===== src/rtl/key_press_pkg.sv =====
// Shared types and default sizing for the key debouncer and its counters.
package key_pkg;

    // Debouncer FSM states. All four encodings are used.
    typedef enum logic [1:0] {
        IDLE       = 2'd0,
        DB_PRESS   = 2'd1,
        HELD       = 2'd2,
        DB_RELEASE = 2'd3
    } key_state_t;

    localparam int DEBOUNCE_DEF = 4;
    localparam int CNT_W_DEF    = 3;
    localparam int COUNT_W_DEF  = 8;

    // The key counts as down while held or while a release is still being debounced.
    function automatic logic is_down(input key_state_t s);
        return (s == HELD) || (s == DB_RELEASE);
    endfunction

endpackage


===== src/rtl/key_press_if.sv =====
// Key event bundle between the synchronizer side and the game datapath.
// 'release' is a reserved word, so the release pulse is called 'rel'.
interface key_press_if #(
    parameter int COUNT_W = 8
);
    logic               raw;
    logic               clr;
    logic               press;
    logic               rel;
    logic               held;
    logic [COUNT_W-1:0] press_count;

    modport master (
        output raw, clr,
        input  press, rel, held, press_count
    );

    modport slave (
        input  raw, clr,
        output press, rel, held, press_count
    );
endinterface


===== src/rtl/key_press_sat_counter.sv =====
// Saturating up-counter with synchronous clear; clear beats increment.
module sat_counter #(
    parameter int WIDTH = 8
) (
    input  logic             clk,
    input  logic             reset,
    input  logic             inc,
    input  logic             clr,
    output logic [WIDTH-1:0] count
);

    // Count up on inc, hold at all-ones, clear has priority.
    always_ff @(posedge clk) begin
        if (reset) begin
            count <= '0;
        end else if (clr) begin
            count <= '0;
        end else if (inc && (count != '1)) begin
            count <= count + 1'b1;
        end
    end

endmodule


===== src/rtl/key_press.sv =====
// Debounces the synchronized key level into press/release pulses, a held
// level and a saturating press tally.
module key_press
    import key_pkg::*;
#(
    parameter int DEBOUNCE = DEBOUNCE_DEF,
    parameter int CNT_W    = CNT_W_DEF,
    parameter int COUNT_W  = COUNT_W_DEF
) (
    input  logic       clk,
    input  logic       reset,
    key_press_if.slave bus
);

    // Counter value on the edge that completes the debounce window.
    localparam logic [CNT_W-1:0] LAST   = CNT_W'(DEBOUNCE - 1);
    // With a one-sample window the debounce states are skipped entirely.
    localparam bit               SINGLE = (DEBOUNCE == 1);

    key_state_t       state, state_nxt;
    logic [CNT_W-1:0] cnt, cnt_nxt;
    logic             press_nxt, rel_nxt;
    logic             press_q, rel_q, held_q;

    // State, debounce counter and registered outputs.
    always_ff @(posedge clk) begin
        // NOTE: state registers use non-blocking assignments so every flop
        // samples the pre-edge values regardless of statement order.
        if (reset) begin
            state   <= IDLE;
            cnt     <= '0;
            press_q <= 1'b0;
            rel_q   <= 1'b0;
            held_q  <= 1'b0;
        end else begin
            state   <= state_nxt;
            cnt     <= cnt_nxt;
            press_q <= press_nxt;
            rel_q   <= rel_nxt;
            held_q  <= is_down(state_nxt);
        end
    end

    // Next state and next counter value from the current raw sample.
    always_comb begin
        // NOTE: defaults first so no path through the case leaves a latch.
        state_nxt = state;
        cnt_nxt   = cnt;
        case (state)
            IDLE: begin
                if (bus.raw) begin
                    if (SINGLE) begin
                        state_nxt = HELD;
                        cnt_nxt   = '0;
                    end else begin
                        state_nxt = DB_PRESS;
                        cnt_nxt   = CNT_W'(1);
                    end
                end
            end
            DB_PRESS: begin
                if (!bus.raw) begin
                    state_nxt = IDLE;
                    cnt_nxt   = '0;
                end else if (cnt == LAST) begin
                    state_nxt = HELD;
                    cnt_nxt   = '0;
                end else begin
                    cnt_nxt = cnt + 1'b1;
                end
            end
            HELD: begin
                if (!bus.raw) begin
                    if (SINGLE) begin
                        state_nxt = IDLE;
                        cnt_nxt   = '0;
                    end else begin
                        state_nxt = DB_RELEASE;
                        cnt_nxt   = CNT_W'(1);
                    end
                end
            end
            DB_RELEASE: begin
                if (bus.raw) begin
                    state_nxt = HELD;
                    cnt_nxt   = '0;
                end else if (cnt == LAST) begin
                    state_nxt = IDLE;
                    cnt_nxt   = '0;
                end else begin
                    cnt_nxt = cnt + 1'b1;
                end
            end
            default: begin
                state_nxt = IDLE;
                cnt_nxt   = '0;
            end
        endcase
    end

    // Pulses fire only on a completed up/down transition, never on a bounce.
    always_comb begin
        press_nxt = !is_down(state) && (state_nxt == HELD);
        rel_nxt   = is_down(state) && (state_nxt == IDLE);
    end

    assign bus.press = press_q;
    assign bus.rel   = rel_q;
    assign bus.held  = held_q;

    sat_counter #(
        .WIDTH(COUNT_W)
    ) u_press_count (
        .clk   (clk),
        .reset (reset),
        .inc   (press_q),
        .clr   (bus.clr),
        .count (bus.press_count)
    );

endmodule


===== src/flat_wrapper.sv =====
// flat-port wrapper written by rule: the top's interface ports become plain ports
module key_press_flat import key_pkg::*;
#(
    parameter int DEBOUNCE = DEBOUNCE_DEF,
    parameter int CNT_W    = CNT_W_DEF,
    parameter int COUNT_W  = COUNT_W_DEF
)
  (clk, reset, bus_raw, bus_clr, bus_press, bus_rel, bus_held, bus_press_count);
  key_press_if #(.COUNT_W(COUNT_W)) bus_i ();
  input  logic clk;
  input  logic reset;
  input wire logic [$bits(bus_i.raw)-1:0] bus_raw;
  input wire logic [$bits(bus_i.clr)-1:0] bus_clr;
  output wire logic [$bits(bus_i.press)-1:0] bus_press;
  output wire logic [$bits(bus_i.rel)-1:0] bus_rel;
  output wire logic [$bits(bus_i.held)-1:0] bus_held;
  output wire logic [$bits(bus_i.press_count)-1:0] bus_press_count;
  assign bus_i.raw = bus_raw;
  assign bus_i.clr = bus_clr;
  assign bus_press = bus_i.press;
  assign bus_rel = bus_i.rel;
  assign bus_held = bus_i.held;
  assign bus_press_count = bus_i.press_count;
  key_press #(.DEBOUNCE(DEBOUNCE), .CNT_W(CNT_W), .COUNT_W(COUNT_W)) u_core (.clk(clk), .reset(reset), .bus(bus_i));
endmodule

===== config.mk =====
export PLATFORM = sky130hd
export DESIGN_NAME = key_press_flat
export DESIGN_NICKNAME = d
export VERILOG_FILES = /design/src/rtl/key_press_pkg.sv /design/src/rtl/key_press_if.sv /design/src/rtl/key_press_sat_counter.sv /design/src/rtl/key_press.sv /design/src/flat_wrapper.sv
export SDC_FILE = /design/constraint.sdc
export NUM_CORES = 1
export LEC_CHECK = 0
export ABC_AREA = 1
export CORE_MARGIN = 4
export CORE_UTILIZATION = 47
export CTS_BUF_LIST = sky130_fd_sc_hd__clkbuf_8
export CTS_CLUSTER_DIAMETER = 50
export CTS_CLUSTER_SIZE = 20
export DETAILED_ROUTE_END_ITERATION = 12
export PLACE_DENSITY = 0.77
export SLEW_MARGIN = 20
export SYNTH_ARGS = -nofsm -noshare
export SYNTH_HDL_FRONTEND = slang
export SYNTH_HIERARCHICAL = 1
export SYNTH_SLANG_ARGS = --single-unit

===== constraint.sdc =====
create_clock -name clk -period 1.1 [get_ports clk]
set_input_delay 0.165 -clock clk [delete_from_list [all_inputs] [get_ports clk]]
set_output_delay 0.165 -clock clk [all_outputs]
set_load 0.01 [all_outputs]

# After elaboration in Yosys (flattened, before gate mapping)
# Cells that the tools add are included.
[totals]
ff_bits = 16
n_memories = 0
latch_bits = 0
ramBits = 0
inputBits = 4
rom_bits = 0
[op_classes]
bitwise = 0
multipliers = 0
reduce_logical = 10
n_eq_ne = 9
n_lt_le_gt_ge = 0
add_sub_neg = 2
mux = 13
n_shift = 0
div = 0
[ops]
columns = ["op", "count"]
rows = [
  ["$mux 3", 5],
  ["$mux 2", 6],
  ["$pmux 3 s4", 1],
  ["$add 8x1->8 const B", 1],
  ["$eq 2x2->1 const B", 4],
  ["$ne 8x8->1 const B", 1],
  ["$pmux 2 s4", 1],
  ["$logic_not 2->1", 2],
  ["$ne 2x2->1 const B", 2],
  ["$add 3x1->3 const B", 1],
  ["$eq 3x2->1 const B", 1],
  ["$logic_and 1x1->1", 3],
  ["$eq 2x1->1 const B", 1],
  ["$logic_or 1x1->1", 2],
  ["$reduce_and 2->1", 1],
  ["$reduce_or 2->1", 1],
  ["$logic_not 1->1", 1],
]

# Depth between registers and ports, before layout
[depth]
ltp_word = 6
mapped_depth = 7

# By module
# Netlist, hierarchy kept.
[by_module_without_submodules]
columns = ["module", "area_per_inst_um2", "cells_per_inst", "n_inst"]
rows = [
  ["sat_counter", 460.4, 73, 1],
  ["key_press", 295.3, 37, 1],
]

# Least setup slack after synthesis
# Ideal clock, no wire load.
[synth_path]
path_type = "register to register"
start = "reg u_core.u_press_count.count[0]"
end = "reg u_core.u_press_count.count[0]"
path_stages_with_launch = 7
synth_period_minus_slack_ps = 1198
setup_time_ps = 115
path_buffers = 0
t_arrival_ps = 1083
path_slack_ps = -98
cell_sequence = "dfxtp_1 ha_1 nand2_1 inv_2 nand3_4 a21oi_1 nor2_1"
[synth_via]
elab_chain_len = 2
word_cells_on_any_way = 3
classes_between = "add/sub: 1; eq/ne: 1; reduce/logical: 1"
[synth_lines]
columns = ["element", "line_no", "text"]
rows = [
  ["from (decl)", "key_press_sat_counter.sv:9", "output logic [WIDTH-1:0] count"],
  ["from (signal assigned)", "key_press_sat_counter.sv:19", "count <= count + 1'b1;"],
  ["branches (longest 2 deep; another with $add 8x1->8)", "n/a", ""],
]
# Parallel ways; which one is timed is not known.
# A chain may end at the register's enable or synchronous reset.

# Worst setup path in the final report
[layout_path]
start = "reg u_core.u_press_count.count[0]"
end = "reg u_core.u_press_count.count[3]"
# The elaborated chain is that of the path after synthesis.

==> results.yml <==
synth:
  netlist_top_cells_count: "24 x nand2_1, 18 x nor2_1, 15 x dfxtp_1"
  seq_area_frac_synth: 0.3974
  synth_largest_area_cell: "dfxtp_1"
  count_of_mapped_cells_out_of_synthesis: 110
  synth_top_cell_area_share: 0.3974
  postSynth.asyncResetShare: 0
  netlist_top_cells_area: "dfxtp_1 40%, nand2_1 12%, nor2_1 8.9%, nand3_1 7.9%, inv_1 5.5%"
  dominantRegCellSynth: "dfxtp_1"
  synth_enable_flop_cells: 0
  ys_seq_elements: 15
  synthDistinctLibCells: 18
  post-synth-top-count-cell: "nand2_1"
  synth_nets: 116
  post_synthesis_instance_area_sq_um: 755.7
  synth_warnings: 6
  syn_area_per_cell_sq_um: 6.870
clock_tree:
  ctsHtreeMaxLevel: 1
  cts_hold_repair.buffers: 0
  cts_tree: "yes"
  clkLatencyLatePin_ns: 0.24
  cts.clk_slew.worst_paths_ns: 0.06
  tritoncts.num_buffers: 3
  cts-root-buf: "clkbuf_8"
  cts.sink_count: 15
  max-clock-path-buffers: 2
sta:
  setup_slack_ns: -0.04888
  hold_violations: 0
  setup_repair_after_global_routing_missed_its_margin: "true"
  finalCritPeriodShare: 1.044
  maxSlewViolCount: 0
  report.final.setup_viol: 2
  fin_skew_ns: 0.002722
  worst_pin_slew_ns: 0.2250
  clock.fmax_mhz: 870.4
  timing.final.crit_period_ns: 1.149
  max-slew-margin-rel: 0.8495
detailed_routing:
  ant_nets: 0
  routed_wirelength_um: 1904
  avgRoutedWirePerCell_um: 12.36
  drt_first_iter_violations: 18
  first_pass_iters: 4
  vias_per_cell: 5.143
  vias: 792
  post-route-drc-count: 0
placed_design:
  numPortBuffers: 14
  place.gp.congestion: 0.7728
  hpwl_um: 1228
  dp_worst_setup_slack_ns: -0.08645
  dp.cells: 146
worst_setup_path:
  cp_cell_sequence: "buf_4 -> nand3_1 -> nor2_2 -> nand3_1 -> nand2_1 -> nor2_1"
  critical_path_peak_fanout: 5
  start_kind: "flop"
  worst-path-buf-inv: 1
  critPathRequiredTime_ns: 1.24
  timing.critical_path.mode_cell: "nand3_1"
  crit_arrival_ns: 1.29
  setup.worst_path.class: "reg2reg"
  crit_path_end_kind: "flop"
  timing.critical_path.max_delay_family: "simple AND/OR/NAND/NOR gates"
  cpPeakStageDelay_ns: 0.37
  critical_path.slowest_cell: "dfxtp_4"
hold_path:
  holdCritPathClass: "reg2reg"
cells_and_area:
  fin_cells: 154
  num-fill-cells: 108
  areaGrowthSynthToFinish_pct: 50.50
  antenna_cells_inserted: 0
  fin_nets: 145
  drive_gt1_frac: 0.3478
outcome:
  status: "finished with violations"
  violations: "negative setup slack"
global_route:
  antenna_found_initial: 0
  grt_pass1_wl_um: 2835
  first_global_vias: 666
  grt_max_degree: 13
  overall_global_routing_usage: 0.1793
  grt_remaining_overflow: 0
die:
  core_area_sq_mm: 0.001506
  initial_util: 0.5017
  boundaryPins: 15
  placement_rows: 14
  die-height_um: 48.10
  full_die_area_sq_mm: 0.002314
  die_x_um: 48.10
power_and_ir_drop:
  powerDensity_mw_per_mm2: 912.8
  leakage_nw: 0.5105
  peakVddDrop_mv: 0.7979
run:
  drv_cap: 0
[state kept, by name, summed over array words and instances (netlist names)]
signal,count
u_core/u_press_count/count,8
u_core/cnt,3
u_core/bus.held,1
u_core/bus.press,1
u_core/bus.rel,1
u_core/state,1
[power breakdown]
group | switching, W | internal [W]
registers | 0.00000563 | 0.000537
clock network | 0.000190 | 0.000247
logic | 0.0000309 | 0.0000270
total | 0.000227 | 0.000811
[per-layer routing]
layer / share of wire / vias up / routed length [um] / track usage
met2: 0.46 / 14 / 867 / 0.2718
met1: 0.48 / 359 / 917 / 0.2377
li1: - / 412 / - / -
met3: 0.036 / 7 / 69 / 0.04059
met5: 0 / - / 0 / 0
met4: 0.026 / 0 / 50 / 0.09140
[path summary, 6_finish.rpt]
kind / slack (ns) / cells after the start / from / end
max: -0.05 / 6 / u_core/u_press_count/count[0]$_SDFFE_PP0P_ / u_core/u_press_count/count[3]$_SDFFE_PP0P_
min: 0.47 / 2 / u_core/cnt[2]$_SDFFE_PP0P_ / u_core/cnt[2]$_SDFFE_PP0P_
max reg2reg: -0.05 / 6 / u_core/u_press_count/count[0]$_SDFFE_PP0P_ / u_core/u_press_count/count[3]$_SDFFE_PP0P_
min reg2reg: 0.47 / 2 / u_core/cnt[2]$_SDFFE_PP0P_ / u_core/cnt[2]$_SDFFE_PP0P_
[per-stage QoR]
| stage | utilization | cell area [sq um] | TNS (ns) | total power [W] | hold WS (ns) |
|---|---|---|---|---|---|
| after detailed placement | 0.6487 | 977.2 | -0.6601 | 0.0006173 | 0.4610 |
| final | 0.7550 | 1137 | -0.05640 | 0.001038 | 0.4737 |
| after global placement | 0.6487 | 977.2 | -0.3289 | 0.0006166 | 0.4639 |
| after CTS | 0.7018 | 1057 | 0 | 0.001055 | 0.4744 |
| after global routing | 0.7550 | 1137 | -0.4193 | 0.001079 | 0.4980 |
| after floorplan | - | 768.2 | 0 | 0.0005908 | 0.2274 |
[worst reg2reg max path, stage by stage, from the launching register on]
cell,delay [ns]
dfxtp_4,0.37
buf_4,0.12
nand3_1,0.14
nor2_2,0.18
nand3_1,0.10
nand2_1,0.08
nor2_1,0.05
[cell usage in the layout (no fill, tap or decap), types with 2 or more instances in the layout]
cell,instances
nand3_4,2
nand3_1,12
inv_1,12
dfxtp_4,5
dfxtp_1,7
nand2_1,20
clkdlybuf4s15_1,2
buf_6,2
nand2_4,2
nand2_2,6
a21oi_2,7
nor2_1,14
clkdlybuf4s50_1,3
nor2_2,4
buf_4,8
dfxtp_2,3
clkbuf_8,3
nor3_1,2
nor2_4,2
dlygate4sd2_1,9
inv_2,2
o21ai_1,2
a21oi_1,2
nand4_1,3
[logic make-up (layout without fill, tap and decap cells)]
group / count (synthesis) / after routing / share of synthesized area
adder cells (fa/ha/maj): 2 / 2 / 0.03311
buffers and inverters: 15 / 42 / 0.07450
AO/OA/AOI/OAI: 12 / 12 / 0.08940
flip-flops: 15 / 15 / 0.3974
AND/OR/NAND/NOR: 66 / 67 / 0.4056
[final cells by class]
cell class	instances	area [sq um]	share of cell area
tap	16	20.02	0.01760
multi-input combinational	81	483.0	0.4246
inverter	14	55.05	0.04840
sequential	15	322.8	0.2838
clock buffer	3	41.29	0.03630
clock inverter	1	3.754	0.003300
timing repair buffer	24	211.5	0.1859
[repair_timing]
item                                    4_1_cts  5_1_grt
endpoints found under the setup margin       18       16
gates resized for setup                      19       24
pin swaps                                     3        9
gates cloned                                  1        0
buffers inserted                              2        1
Note: power is estimated with default switching activity, not from simulation.
